File: src/rtl/aes_word_packer.sv
// Word-serial bridge to the 128-bit AES core: gathers data/key words, pulses start,
// captures the result on a rising done and streams it back out MSW first.
module aes_word_packer #(
    parameter int WORD_W  = 16,
    parameter int NWORDS  = 8,
    parameter int TIMEOUT = 4096
) (
    input  logic                         clk,
    input  logic                         reset,
    input  logic                         wr_valid,
    output logic                         wr_ready,
    input  logic                         wr_sel,
    input  logic [$clog2(NWORDS)-1:0]    wr_idx,
    input  logic [WORD_W-1:0]            wr_data,
    input  logic                         go,
    input  logic                         encr_decr_in,
    output logic [WORD_W*NWORDS-1:0]     aes_in,
    output logic [WORD_W*NWORDS-1:0]     aes_key,
    output logic                         aes_ed,
    output logic                         aes_start,
    input  logic                         aes_done,
    input  logic [WORD_W*NWORDS-1:0]     aes_out,
    output logic                         rd_valid,
    input  logic                         rd_ready,
    output logic [WORD_W-1:0]            rd_data,
    output logic [$clog2(NWORDS)-1:0]    rd_idx,
    output logic                         busy,
    output logic                         done_pulse,
    output logic                         error
);

    localparam int BLK_W = WORD_W * NWORDS;
    localparam int IDX_W = $clog2(NWORDS);
    localparam int CNT_W = $clog2(TIMEOUT);
    localparam logic [CNT_W-1:0] CNT_LAST = CNT_W'(TIMEOUT - 1);
    localparam logic [IDX_W-1:0] IDX_LAST = IDX_W'(NWORDS - 1);

    typedef enum logic [1:0] {S_IDLE, S_START, S_WAIT, S_UNLOAD} state_t;

    state_t              state_q, state_d;
    logic [BLK_W-1:0]    data_q, data_d;
    logic [BLK_W-1:0]    key_q, key_d;
    logic [BLK_W-1:0]    res_q, res_d;
    logic                ed_q, ed_d;
    logic [CNT_W-1:0]    cnt_q, cnt_d, cnt_inc;
    logic [IDX_W-1:0]    rd_idx_q, rd_idx_d;
    logic                error_q, error_d;
    logic                done_pulse_q, done_pulse_d;
    logic                done_q;
    logic                done_rise;

    // Word 0 occupies the most significant slice of a block.
    function automatic logic [BLK_W-1:0] put_word(input logic [BLK_W-1:0] blk,
                                                  input logic [IDX_W-1:0] idx,
                                                  input logic [WORD_W-1:0] w);
        logic [BLK_W-1:0] r;
        r = blk;
        for (int i = 0; i < NWORDS; i++) begin
            if (idx == IDX_W'(i)) r[(NWORDS-1-i)*WORD_W +: WORD_W] = w;
        end
        return r;
    endfunction

    function automatic logic [WORD_W-1:0] get_word(input logic [BLK_W-1:0] blk,
                                                   input logic [IDX_W-1:0] idx);
        logic [WORD_W-1:0] r;
        r = '0;
        for (int i = 0; i < NWORDS; i++) begin
            if (idx == IDX_W'(i)) r = blk[(NWORDS-1-i)*WORD_W +: WORD_W];
        end
        return r;
    endfunction

    // A done level left over from an earlier operation must not count as completion.
    assign done_rise = aes_done & ~done_q;

    always_comb begin
        state_d      = state_q;
        data_d       = data_q;
        key_d        = key_q;
        res_d        = res_q;
        ed_d         = ed_q;
        cnt_d        = cnt_q;
        rd_idx_d     = rd_idx_q;
        error_d      = error_q;
        done_pulse_d = 1'b0;
        cnt_inc      = cnt_q + CNT_W'(1);

        case (state_q)
            S_IDLE: begin
                if (wr_valid) begin
                    if (wr_sel) key_d  = put_word(key_q, wr_idx, wr_data);
                    else        data_d = put_word(data_q, wr_idx, wr_data);
                end
                if (go) begin
                    ed_d    = encr_decr_in;
                    error_d = 1'b0;
                    state_d = S_START;
                end
            end
            S_START: begin
                cnt_d   = '0;
                state_d = S_WAIT;
            end
            S_WAIT: begin
                if (done_rise) begin
                    res_d    = aes_out;
                    rd_idx_d = '0;
                    state_d  = S_UNLOAD;
                end else if (cnt_inc == CNT_LAST) begin
                    error_d = 1'b1;
                    state_d = S_IDLE;
                end else begin
                    cnt_d = cnt_inc;
                end
            end
            S_UNLOAD: begin
                if (rd_ready) begin
                    if (rd_idx_q == IDX_LAST) begin
                        rd_idx_d     = '0;
                        done_pulse_d = 1'b1;
                        state_d      = S_IDLE;
                    end else begin
                        rd_idx_d = rd_idx_q + IDX_W'(1);
                    end
                end
            end
            default: state_d = S_IDLE;
        endcase
    end

    always_ff @(posedge clk) begin
        if (reset) begin
            state_q      <= S_IDLE;
            data_q       <= '0;
            key_q        <= '0;
            res_q        <= '0;
            ed_q         <= 1'b0;
            cnt_q        <= '0;
            rd_idx_q     <= '0;
            error_q      <= 1'b0;
            done_pulse_q <= 1'b0;
            done_q       <= 1'b0;
        end else begin
            state_q      <= state_d;
            data_q       <= data_d;
            key_q        <= key_d;
            res_q        <= res_d;
            ed_q         <= ed_d;
            cnt_q        <= cnt_d;
            rd_idx_q     <= rd_idx_d;
            error_q      <= error_d;
            done_pulse_q <= done_pulse_d;
            done_q       <= aes_done;
        end
    end

    assign wr_ready   = (state_q == S_IDLE);
    assign busy       = (state_q != S_IDLE);
    assign aes_start  = (state_q == S_START);
    assign rd_valid   = (state_q == S_UNLOAD);
    assign rd_data    = get_word(res_q, rd_idx_q);
    assign rd_idx     = rd_idx_q;
    assign aes_in     = data_q;
    assign aes_key    = key_q;
    assign aes_ed     = ed_q;
    assign done_pulse = done_pulse_q;
    assign error      = error_q;

endmodule

File: config.mk
export PLATFORM = sky130hd
export DESIGN_NAME = aes_word_packer
export DESIGN_NICKNAME = d
export VERILOG_FILES = /design/src/rtl/aes_word_packer.sv
export SDC_FILE = /design/constraint.sdc
export NUM_CORES = 1
export LEC_CHECK = 0
export ABC_AREA = 1
export ABC_CLOCK_PERIOD_IN_PS = 2300
export CORE_ASPECT_RATIO = 1.4
export CORE_MARGIN = 3
export CORE_UTILIZATION = 50
export CTS_BUF_LIST = sky130_fd_sc_hd__clkbuf_2 sky130_fd_sc_hd__clkbuf_4 sky130_fd_sc_hd__clkbuf_8
export DETAILED_ROUTE_END_ITERATION = 6
export PLACE_DENSITY_LB_ADDON = 0.08
export SYNTH_ARGS = -nofsm -noshare
export SYNTH_HDL_FRONTEND = slang
export SYNTH_SLANG_ARGS = --single-unit
File: constraint.sdc
create_clock -name clk -period 2.3 [get_ports clk]
set_input_delay 0.23 -clock clk [delete_from_list [all_inputs] [get_ports clk]]
set_output_delay 0.23 -clock clk [all_outputs]
set_load 0.05 [all_outputs]
==> flow_results.org, run 1 <==
** Run status
- The run finished, with violations left.
- The final reports fail on negative setup slack.

** Power and ir drop
- The clock network burns 31.5% of the power.
- Sequential cells account for 38.6% of the total power.
- Fraction of power consumed by combinational cells :: 29.8%
- The analysis attributes to net switching a power of 0.00680 W.
- Net switching is 34.0% of the power.
- Peak supply drop :: 0.625 mV
- Internal portion of total power :: 0.0132 W
- Reported leakage power :: 9.29 nW
- Dividing total power by cell area gives a power density of 881 mW/mm^2.

** Final layout
- The net count of the finished layout is 2758.
- FILL cells :: 2548
- Layout Area Growth over Synthesis :: 42.9%
- Layout Utilization :: 73.1%
- N_diodes :: 0
- Layout cells sized above 1 :: 10.8%

** Global routing
- Global routing consumed, over all layers together, 33.2% of the routing resources.
- Largest net degree at the start of global routing :: 99
- Wire length of the first global-routing pass :: 89.5 mm
- The via count of the first global-routing pass is 16000.
- Antenna violations before repair :: 0
- Global routing finished with a remaining overflow of 0.

** Setup path
- Of all nets on the critical path, the largest fanout is 17.
- In this design, the stage delay of the slowest critical-path cell is 0.38 ns.
- At the worst endpoint, the required time is 2.07 ns.
- STA classifies the critical path startpoint as a flip-flop.
- CP Class :: flip-flop to output pin
- Measured in cells, the most critical reg-to-reg path has a length of 10.
- Levels on crit path :: 11
- Counting both buffers and inverters, the worst setup path holds a total of 4.
- Kind of capture point of the worst setup path :: output pin
- On the critical path the largest part of the delay comes from buffers and inverters.
- Crit path DAT :: 2.52 ns
- Most used cell along the critical path :: buf_12
- The slowest stage of the critical path belongs to the cell dfxtp_4.
- In this run the register-to-register setup slack is 0.20 ns.
- Crit path cell chain :: buf_12, ha_4, ha_4, clkinv_2, buf_12, o211ai_1, nand3_1, nand2_2, nand2_2, o21ai_2, buf_12

** Routing
- Remaining antenna violation count after routing :: 0
- The final layout contains routed wiring with a total length of 58.8 mm.
- Vias per inst :: 5.36
- Residual DRC count :: 0
- For this block, the via count after detailed routing is 16200.
- The first detailed-routing pass took 7 iterations.
- Dividing the detail-routed wire length by the instance count gives 19.4 microns.
- For this block, the initial DRC count from the detailed router was 1217.

** CTS
- CTS HTree Levels :: 2
- The clock drives 405 sinks.
- Worst skew pair latency :: 0.64 ns
- In this run the deepest clock path goes through 3 buffers.
- Clk slew on worst S/H paths :: 0.06 ns
- Clock root buffer master :: clkbuf_8
- CTS tree :: yes
- CTS Buf Count :: 60

** Yosys
- The portion of synthesized area spent on multiplexers is 0%.
- Summing the areas of all compound-gate instances in the mapped netlist gives 18.9% of the synthesized area.
- Counting flops and latches in the post-synthesis netlist gives 405.
- Average size of a mapped cell :: 7.29 sq um
- For this run, the register share of the synthesized area comes to 51.0%.
- Number of distinct library cell variants in the gate-level netlist after synthesis :: 27
- Dominant combinational cell family by area after synthesis :: simple AND/OR/NAND/NOR gates
- For this run, the number of Yosys warnings is 0.
- The number of nets in the synthesized netlist is 2347.
- Cell area after synthesis :: 0.0159 sq mm
- Simple-Gate Fraction of Synth Area :: 20.7%
- In the synthesized netlist, the number of instances is 2179.
- After Yosys synthesis, XOR and XNOR cells account for 0% of the synthesized area.
- The synthesized netlist devotes 1.02% of its cell area to adder and majority cells.

** STA
- Maximum achievable frequency :: 0.363 GHz
- Final hold violation count :: 0
- Clock skew on the completed layout was measured at 0.0291 ns.
- Of the available clock period, the critical path in the final layout requires 120%.
- Min Clock Period, post-route :: 2.75 ns
- Setup violators final :: 16
- Final slew viol count :: 0
- Worst Slack Setup Final :: -0.453 ns
- Worst slew margin relative to its limit :: 56.3%
- RSZ-0062 raised after global routing :: true
- For the pin with the worst max-slew slack, the measured transition is 0.653 ns.

** Die
- In this run the vertical extent of the chip is 217 microns.
- Core area :: 0.0311 sq mm
- Starting Density :: 51.1%
- In this run the horizontal extent of the chip is 157 microns.
- The die covers 0.0340 sq mm.
- Number of standard-cell rows in the floorplan :: 76
- During I/O placement, the number of pins put on the boundary was 437.

** Run
- The tool flagged a number of max-cap violations equal to 0.

** Placement
- Routability congestion estimate from global placement :: 0.882
- Port buffering added 436 buffers.
- Detailed placement ended at an HPWL of 39.6 mm.
- At the placement stage, the worst setup path has a slack of -0.357 ns.

** Min path
- The worst hold path passes through 3 cells.
- Type of the most critical hold path :: input pin to flip-flop
power by group through the flow:
stage                     combinational [W]  sequential, W  clock, W
after global routing                0.00631        0.00777   0.00668
after CTS                           0.00587        0.00772   0.00638
final                               0.00597        0.00773   0.00631
after detailed placement            0.00548        0.00785         0
after floorplan                     0.00259        0.00832         0
after global placement              0.00543        0.00784         0
routing by layer:
layer,GRT usage (%),part of all wire (%),vias up
li1,-,-,7819
met1,39.9,38,7554
met2,56.1,48,701
met3,8.85,9.3,145
met4,13.8,4.2,0
met5,0,0,-
worst min-delay path, cell delays in order:
cell and delay [ns]:
clkdlybuf4s50_1 0.40, nand3_1 0.07, a21oi_1 0.06
cell usage in the layout, fill, tap and decap left out, drive strengths merged, types with 13 or more instances in the layout:
master         netlist  layout
ha                  13      13
dfxtp              405     405
clkdlybuf4s50        0     416
o211ai              17      17
nand2              142     142
nor2               568     568
buf                 33      85
a21oi              159     159
clkbuf             123      99
nand3               96      96
inv                189     188
o21ai              407     407
cell families after synthesis:
kind of cell | Yosys count
compound gates | 589
flops | 405
simple gates | 823
buf+inv | 349
fa+ha+maj | 13
state kept, by name, indices dropped and copies added (netlist names):
register,flops
state_q,2
done_q,1
aes_key,128
error,1
cnt_q,12
aes_ed,1
aes_in,128
rd_idx,3
done_pulse,1
res_q,128
synth_stat cells:
cell type	number	area share [%]
o21ai_1	10	0.31
a211oi_1	3	0.14
clkinv_1	4	0.094
nor2_2	2	0.079
buf_1	28	0.66
clkbuf_1	123	2.9
nor2_4	3	0.21
a21oi_1	159	5.0
nand2_1	141	3.3
o2111ai_1	1	0.055
nand3_2	1	0.063
nand3_4	1	0.11
o21bai_1	2	0.094
buf_2	4	0.13
nand4_1	6	0.24
inv_1	188	4.4
inv_2	1	0.024
dfxtp_1	405	51
ha_1	13	1.0
buf_6	1	0.071
nand3_1	94	3.0
o21ai_0	397	13
nand3b_1	2	0.094
o211ai_1	17	0.80
nand2_4	1	0.071
nor2_1	563	13
nor3_1	9	0.28
stage by stage:
stage / power (W) / hold slack (ns) / area (sq um) / std cells / setup TNS (ns)
5_1_grt: 0.0208 / 0.194 / 22700 / 3025 / -8.19
3_3_place_gp: 0.0133 / 0.431 / 20900 / 2904 / -7.69
6_report: 0.0200 / 0.195 / 22700 / 3025 / -6.26
2_1_floorplan: 0.0109 / 0.301 / 15900 / 2179 / 0
3_5_place_dp: 0.0133 / 0.437 / 20900 / 2904 / -10.0
4_1_cts: 0.0200 / 0.171 / 22600 / 3024 / -7.57
cell type report:
class                      count  area (sq um)  area share, %
multi-input combinational   1425          6830           30.1
timing repair buffer         505          5230           23.0
clock buffer                  97          1200           5.27
inverter                     193           753           3.32
clock inverter                10           108          0.474
sequential                   405          8120           35.7
tap                          390           488           2.15
final timing paths:
kind                                               from                  endpoint
worst max-delay path             rd_idx[1]$_SDFFE_PP0P_               rd_data[14]
worst min-delay path                       encr_decr_in       aes_ed$_SDFFE_PP0P_
worst max register to register  state_q[1]$_SDFFE_PP0P_  aes_in[104]$_SDFFE_PP0P_
worst min register to register   res_q[42]$_SDFFE_PP0P_    res_q[42]$_SDFFE_PP0P_
repair_timing:
action | in CTS | in global routing
pin swaps | 12 | 16
setup buffers | 10 | 2
hold buffers | 0 | 0
cloned | 3 | 1
gates resized for setup | 67 | 37
setup endpoints to repair | 51 | 75
Note: power is estimated with default switching activity, not from simulation.
==> run 2, diff against run 1 <==
CTS_CLUSTER_DIAMETER = 100   (was unset)
SETUP_SLACK_MARGIN = 0.3   (was unset)
==> run 2 against run 1 <==
The run still ends with negative setup slack left. Hold slack gained 0.055 ns. Maximum frequency grew 2.0%. Register-to-register slack gained 0.19 ns. Largest power group unchanged. Largest cell class unchanged. Clock power shrank 2%. Utilization grew 0.17 points. Final area grew 0.24%. Sequential power grew 0.6%. Sequential share of layout area is essentially flat. Clock-buffer cell count grew 3. Clock skew shrank 0.0010 ns. Setup slack gained 0.053 ns. Critical path depth grew 3.
==> flow_results.org, run 2 (synthesized netlist as in run 1, its figures left out) <==
** CTS
- Max Root-Sink Buffers :: 3 (unchanged)
- The clock latency reported for the late side of the worst-skew pair was 0.64 ns (about the same).
- TritonCTS built the clock tree.
- Clk slew on worst S/H paths :: 0.06 ns (about the same)
- Clock root buffer master :: clkbuf_8
- CTS Hold Buffers Added :: 0 (unchanged)
- The clock buffer count from CTS is 60 (unchanged).
- CTS HTree Levels :: 2 (unchanged)
- Clock net sink count :: 405 (unchanged)

** Routing
- Vias per inst :: 5.38 (+0.35%)
- Overall via count from detail_route :: 16300 (+0.65%)
- The routed length per placed instance is 19.8 microns (+2.2%).
- Number of detailed-routing iterations run before antenna repair :: 6 (-1)
- The remaining antenna violation count was 0 (unchanged).
- The total detailed-routing wirelength was 60.2 mm (+2.5%).
- Residual DRC count :: 0 (unchanged)
- DRC marker count from the first detailed-route iteration :: 1091 (-10%)

** Die
- The starting density of the core was 51.1% (unchanged).
- Core area :: 0.0311 sq mm (unchanged)
- Die Span X :: 157 microns (unchanged)
- Number of standard-cell rows in the floorplan :: 76 (unchanged)
- The area enclosed by the die boundary came to 0.0340 sq mm (unchanged).
- Die span in y :: 217 microns (unchanged)
- I/O Pins :: 437 (unchanged)

** Setup path
- Maximum net fanout on the critical path :: 7 (-10)
- Required time of the critical path :: 2.07 ns (about the same)
- The worst setup path is of the flip-flop to output pin kind.
- The worst setup path is captured at an output pin.
- The arrival time of data at the critical path endpoint was 2.47 ns (-0.05 ns).
- R2r setup slk :: 0.39 ns (+0.19 ns)
- Crit start category :: flip-flop

** STA
- The share of the clock period used by the worst path was 117% (-2.3 points).
- The final setup violation count came to 16 (unchanged).
- The transition time at the pin with the least slew margin was 0.667 ns (+0.0137 ns).
- The final critical path time including I/O delays and setup was 2.70 ns (-0.0534 ns).
- Maximum achievable frequency :: 0.370 GHz (+2.0%)
- Final slew viol count :: 0 (unchanged)
- Final hold violation count :: 0 (unchanged)
- The final worst-path setup slack is -0.399 ns (+0.0534 ns).
- Setup clock skew after layout :: 0.0281 ns (-0.00102 ns)
- Worst slew margin relative to its limit :: 55.7% (-0.60 points)
- RSZ-0062 raised after global routing :: true

** Power and ir drop
- Internal portion of total power :: 0.0132 W (-0.17%)
- The portion of total power attributed to the clock network came to 30.9% (-0.6 points).
- The reported net switching power came to 0.00690 W (+1.4%).
- Peak supply drop :: 0.573 mV (-8.4%)
- The combinational power share came to 30.3% (+0.5 points).
- Switching share of total power :: 34.4% (+0.35 points)
- Reported leakage power :: 10.6 nW (+14%)
- Share of power burned in registers :: 38.8% (+0.2 points)
- Total power after layout :: 0.0201 W (+0.36%)
- The power per cell area was 882 mW/mm^2 (+0.12%).

** Global routing
- The number of antenna violations at the first check in global routing was 1 (+1).
- Overall global routing resource usage :: 33.8% (+0.57 points)
- Largest net degree at the start of global routing :: 98 (-1.0%)
- Number of global-route vias before repair :: 15900 (-0.69%)
- Wire length of the first global-routing pass :: 90.1 mm (+0.72%)
- The sum of overflow across all layers after global routing was 0 (unchanged).

** Run
- The max-capacitance violation count was 0 (unchanged).

** Min path
- Type of the most critical hold path :: input pin to flip-flop

** Placement
- The count of buffers inserted at the top-level ports was 436 (unchanged).
- Dpl hpwl :: 41.4 mm (+4.5%)
- The global placement routability congestion came to 0.918 (+4.1%).
- Placed cells :: 2905 (+0.034%)

** Final layout
- Leaving out fill and tap cells, the most frequent cell in the layout is nor2_1.
- The post-route non-filler standard cell count was 3034 (+0.30%).
- The proportion of layout cells with a drive suffix above 1 is 13.2% (+2.4 points).
- In the layout the commonest cells are nor2_1, dfxtp_1, o21ai_0.
- Layout Area Growth over Synthesis :: 43.3%
- The filler cell count in the final layout was 2650 (+4.0%).
- Fin nets :: 2766 (+0.29%)

** Run status
- Outcome :: finished, violations left
- The checks that failed: negative setup slack.
## run 2: power by group through the flow
stage	clock (W)	combinational [W]	sequential (W)
floorplan	0	0.00276	0.00833
global placement	0	0.00552	0.00788
detailed placement	0	0.00555	0.00789
CTS	0.00627	0.00584	0.00775
global route	0.00657	0.00645	0.00782
finish	0.00620	0.00609	0.00778
## run 2: area by class of cell
class,instances,area [sq um],share of cell area (%)
clock inverter,7,45.0,0.198
timing repair buffer,511,5000,21.9
sequential,405,8130,35.7
clock buffer,100,1240,5.47
multi-input combinational,1427,7090,31.1
antenna,1,2.50,0.0110
inverter,193,774,3.40
tap,390,488,2.14
## run 2: metrics by stage
stage	cell area (sq um)	utilization [%]	TNS (ns)	hold WS (ns)	setup slack, ns
floorplan	16100	-	0	0.299	0.308
global placement	21000	67.7	0	0.431	0.0218
global route	22800	73.2	-7.58	0.240	-0.499
CTS	22400	71.9	-6.27	0.223	-0.433
finish	22800	73.2	-6.01	0.250	-0.399
detailed placement	21000	67.7	-0.000534	0.437	-0.000534
## run 2: path summary, 6_finish.rpt
check / depth (start not counted) / end / startpoint
min reg2reg: 2 / res_q[39]$_SDFFE_PP0P_ / res_q[39]$_SDFFE_PP0P_
max reg2reg: 10 / aes_in[42]$_SDFFE_PP0P_ / state_q[1]$_SDFFE_PP0P_
max: 14 / rd_data[12] / rd_idx[0]$_SDFFE_PP0P_
min: 3 / res_q[85]$_SDFFE_PP0P_ / aes_out[85]
## run 2: worst max-delay path: stages, from the launching register on
cell and delay [ns]:
dfxtp_4 0.39, buf_12 0.11, ha_4 0.13, inv_4 0.04, nor2_4 0.17, buf_12 0.15, nand2_1 0.06, nand3_2 0.06
nand3_1 0.09, nand3_2 0.08, o211ai_1 0.13, nand3_1 0.14, nand2_2 0.08, o21ai_4 0.08, buf_12 0.15
## run 2: routing by layer
metal / global-route usage, % / share of wire, % / vias to the layer above
met4: 18.7 / 6.5 / 0
li1: - / - / 7860
met2: 57.5 / 48 / 712
met1: 38.7 / 37 / 7572
met5: 0 / 0 / -
met3: 8.26 / 8.6 / 181
## run 2: repair_timing
item                       in CTS  in global routing
pin swaps                      23                 53
gates cloned                    1                  3
setup buffers                  10                  7
resized for setup             324                 83
setup endpoints to repair     307                146
==> run 3, diff against run 2 <==
CORE_UTILIZATION = 30   (was 50)
==> run 3 against run 2 <==
Sequential power barely moved. Register-to-register slack got worse by 0.07 ns. Die area rose by 64%. Utilization fell by 27 points. The run still ends with negative setup slack left. Critical path depth rose by 1. Via count fell by 0.76%.
==> flow_results.org, run 3 (synthesized netlist as in run 1, its figures left out) <==
** Die
- The die span in y came to 278 microns (+28%).
- The horizontal die dimension is 201 microns (+28%).
- The area of the core was 0.0523 sq mm (+68%).
- The placement row count came to 99 (+30%).
- Starting Density :: 30.4% (-21 points)
- I/O Pins :: 437 (unchanged)
- Area of the die :: 0.0558 sq mm (+64%)

** CTS
- CTS Hold Buffers Added :: 0 (unchanged)
- The clock net sink count is 405 (unchanged).
- The clock edge transition at the registers on the reported setup and hold paths was 0.06 ns (about the same).
- The buffer levels on the longest clock path came to 3 (unchanged).
- TritonCTS built the clock tree.
- The clock buffer count from CTS was 69 (+15%).
- Worst skew pair latency :: 0.65 ns (about the same)
- The depth of the CTS H-tree is 3 (+1).
- Clock root buffer master :: clkbuf_8

** Placement
- The post-placement setup slack is -0.0388 ns (-0.0383 ns).
- The count of buffers inserted at the top-level ports was 436 (unchanged).
- Dpl hpwl :: 46.0 mm (+11%)
- The instance area after placement is 0.0216 sq mm (+2.6%).
- Routability congestion estimate from global placement :: 0.826 (-10%)

** Global routing
- The wire length of the first global-routing pass was 102 mm (+13%).
- Number of global-route vias before repair :: 16200 (+1.8%)
- The number of antenna violations at the first check in global routing is 6 (+5).
- Largest net degree at the start of global routing :: 114 (+16%)
- The combined global-route utilization of all metal layers came to 23.6% (-10 points).
- The sum of overflow across all layers after global routing was 0 (unchanged).

** Routing
- The number of iterations in the first detailed-routing pass is 5 (-1).
- Total wire length :: 68.3 mm (+13%)
- Overall via count from detail_route :: 16200 (-0.76%)
- DR WL/cell :: 20.0 microns (+0.82%)
- The DRC marker count from the first detailed-route iteration was 870 (-20%).
- The total DRC errors in the routed layout came to 0 (unchanged).
- Remaining antenna violation count after routing :: 0 (unchanged)
- Vias per inst :: 4.75 (-12%)

** STA
- The final-report hold violation count is 0 (unchanged).
- Worst slew margin relative to its limit :: 56.9% (+1.2 points)
- The share of the clock period used by the worst path came to 120% (+2.7 points).
- Final slew viol count :: 0 (unchanged)
- The final worst-path setup slack is -0.462 ns (-0.0627 ns).
- The final setup violation count came to 16 (unchanged).
- Final-layout setup total negative slack :: -6.64 ns (-0.630 ns)
- Min Clock Period, post-route :: 2.76 ns (+0.0627 ns)
- Setup repair after global routing could not meet its margin everywhere.
- The fmax was 0.362 GHz (-2.3%).
- Setup clock skew after layout :: 0.0341 ns (+0.00606 ns)
- Slew @ Worst Pin :: 0.649 ns (-0.0179 ns)

** Setup path
- The endpoint identified for the worst register-to-register timing path is cnt_q[4]$_SDFFE_PP0P_.
- The worst setup path is launched from a flip-flop.
- In this run the critical register-to-register path is launched from cnt_q[1]$_SDFFE_PP0P_.
- R2r setup slk :: 0.32 ns (-0.07 ns)
- STA classifies the critical path endpoint as an output pin.
- Required time of the critical path :: 2.07 ns (about the same)
- Crit path DAT :: 2.53 ns (+0.06 ns)
- CP Class :: flip-flop to output pin
- The highest net fanout along the worst path is 6 (-1).
- Depth of the most critical reg-to-reg path :: 15 (+5)

** Final layout
- Commonest non-fill, non-tap cell in the layout :: nor2_1
- Compared with the post-synthesis result, the final layout area differs by 51.1%.
- FILL cells :: 5351 (+100%)
- The library cells used most frequently in the layout, excluding fill and tap cells, are nor2_1, dfxtp_1, o21ai_0.
- Final std cell area, no fill :: 0.0240 sq mm (+5.5%)
- The net count reported at finish is 2821 (+2.0%).
- The proportion of layout cells with a drive suffix above 1 came to 15.9% (+2.7 points).
- Layout Utilization :: 45.9% (-27 points)

** Power and ir drop
- Reported leakage power :: 11.1 nW (+4.9%)
- The largest vdd supply drop was 0.435 mV (-24%).
- The power per cell area is 895 mW/mm^2 (+1.5%).
- Total power after layout :: 0.0215 W (+7.0%)

** Min path
- The worst hold path depth came to 3 (unchanged).
- Hold path startpoint :: encr_decr_in
- For hold timing, the worst endpoint is aes_ed$_SDFFE_PP0P_.
- Type of the most critical hold path :: input pin to flip-flop

** Run status
- Outcome :: finished, violations left
- Violations in the final reports :: negative setup slack

** Run
- Max-cap violations :: 0 (unchanged)
[run 3: cell types whose count changed in the layout (fill, tap and decap cells not counted), moves of 8 or more]
cell,change
buf_4,+28
buf_6,+8
nand3_2,+12
nand2_1,-10
nand3_1,-10
[run 3: layer usage]
layer	vias up	GRT usage [%]	share of wire [%]
met3	108	7.65	8.0
met2	522	41.4	49
met1	7598	26.7	39
met4	2	8.73	3.2
met5	-	0	0.025
li1	7971	-	-
[run 3: power by group]
group | internal, W | switching, W
logic | 0.00268 | 0.00400
clock network | 0.00396 | 0.00308
registers | 0.00745 | 0.000301
[run 3: layout make-up]
class | count | area (sq um) | share of cell area (%)
Timing Repair Buffer | 555 | 5470 | 22.8
Timing Repair inverter | 2 | 13.8 | 0.0573
Clock buffer | 109 | 1350 | 5.62
Sequential cell | 405 | 8130 | 33.9
Antenna cell | 5 | 12.5 | 0.0521
Multi-Input combinational cell | 1427 | 7220 | 30.1
Tap cell | 707 | 885 | 3.68
Clock inverter | 11 | 139 | 0.578
Inverter | 193 | 798 | 3.32
[run 3: how the worst max path moves through the flow]
| stage | startpoint | end | slack (ns) | cells after the start |
|---|---|---|---|---|
| floorplan | rd_idx[1]$_SDFFE_PP0P_ | rd_data[5] | 0.31 | 13 |
| global placement | rd_idx[0]$_SDFFE_PP0P_ | rd_data[5] | 0.01 | 12 |
| detailed placement | rd_idx[0]$_SDFFE_PP0P_ | rd_data[5] | -0.04 | 12 |
| CTS | rd_idx[1]$_SDFFE_PP0P_ | rd_data[5] | -0.56 | 15 |
| global route | rd_idx[1]$_SDFFE_PP0P_ | rd_data[2] | -0.58 | 13 |
| finish | rd_idx[1]$_SDFFE_PP0P_ | rd_data[7] | -0.46 | 15 |
[run 3: metrics by stage]
stage          hold WS [ns]  instances
2_1_floorplan         0.299       2179
3_3_place_gp          0.434       3239
3_5_place_dp          0.434       3239
4_1_cts               0.134       3380
5_1_grt               0.179       3412
6_report              0.185       3414
[run 3: critical path, cell delays in order (launching register included)]
cell      delay (ns)
dfxtp_4         0.36
inv_4           0.08
ha_4            0.15
clkinv_4        0.06
nor2_4          0.13
buf_6           0.12
buf_12          0.11
nand2_4         0.04
nand3_2         0.06
nand3_2         0.06
nand3_2         0.09
o211ai_1        0.17
nand3_1         0.16
nand2_2         0.08
o21ai_4         0.08
buf_12          0.15
[run 3: what timing repair did]
| action | 4_1_cts | 5_1_grt |
|---|---|---|
| cloned | 6 | 3 |
| gates resized for setup | 377 | 92 |
| setup buffers | 15 | 26 |
| setup endpoints to repair | 512 | 228 |
| pin swaps | 50 | 65 |
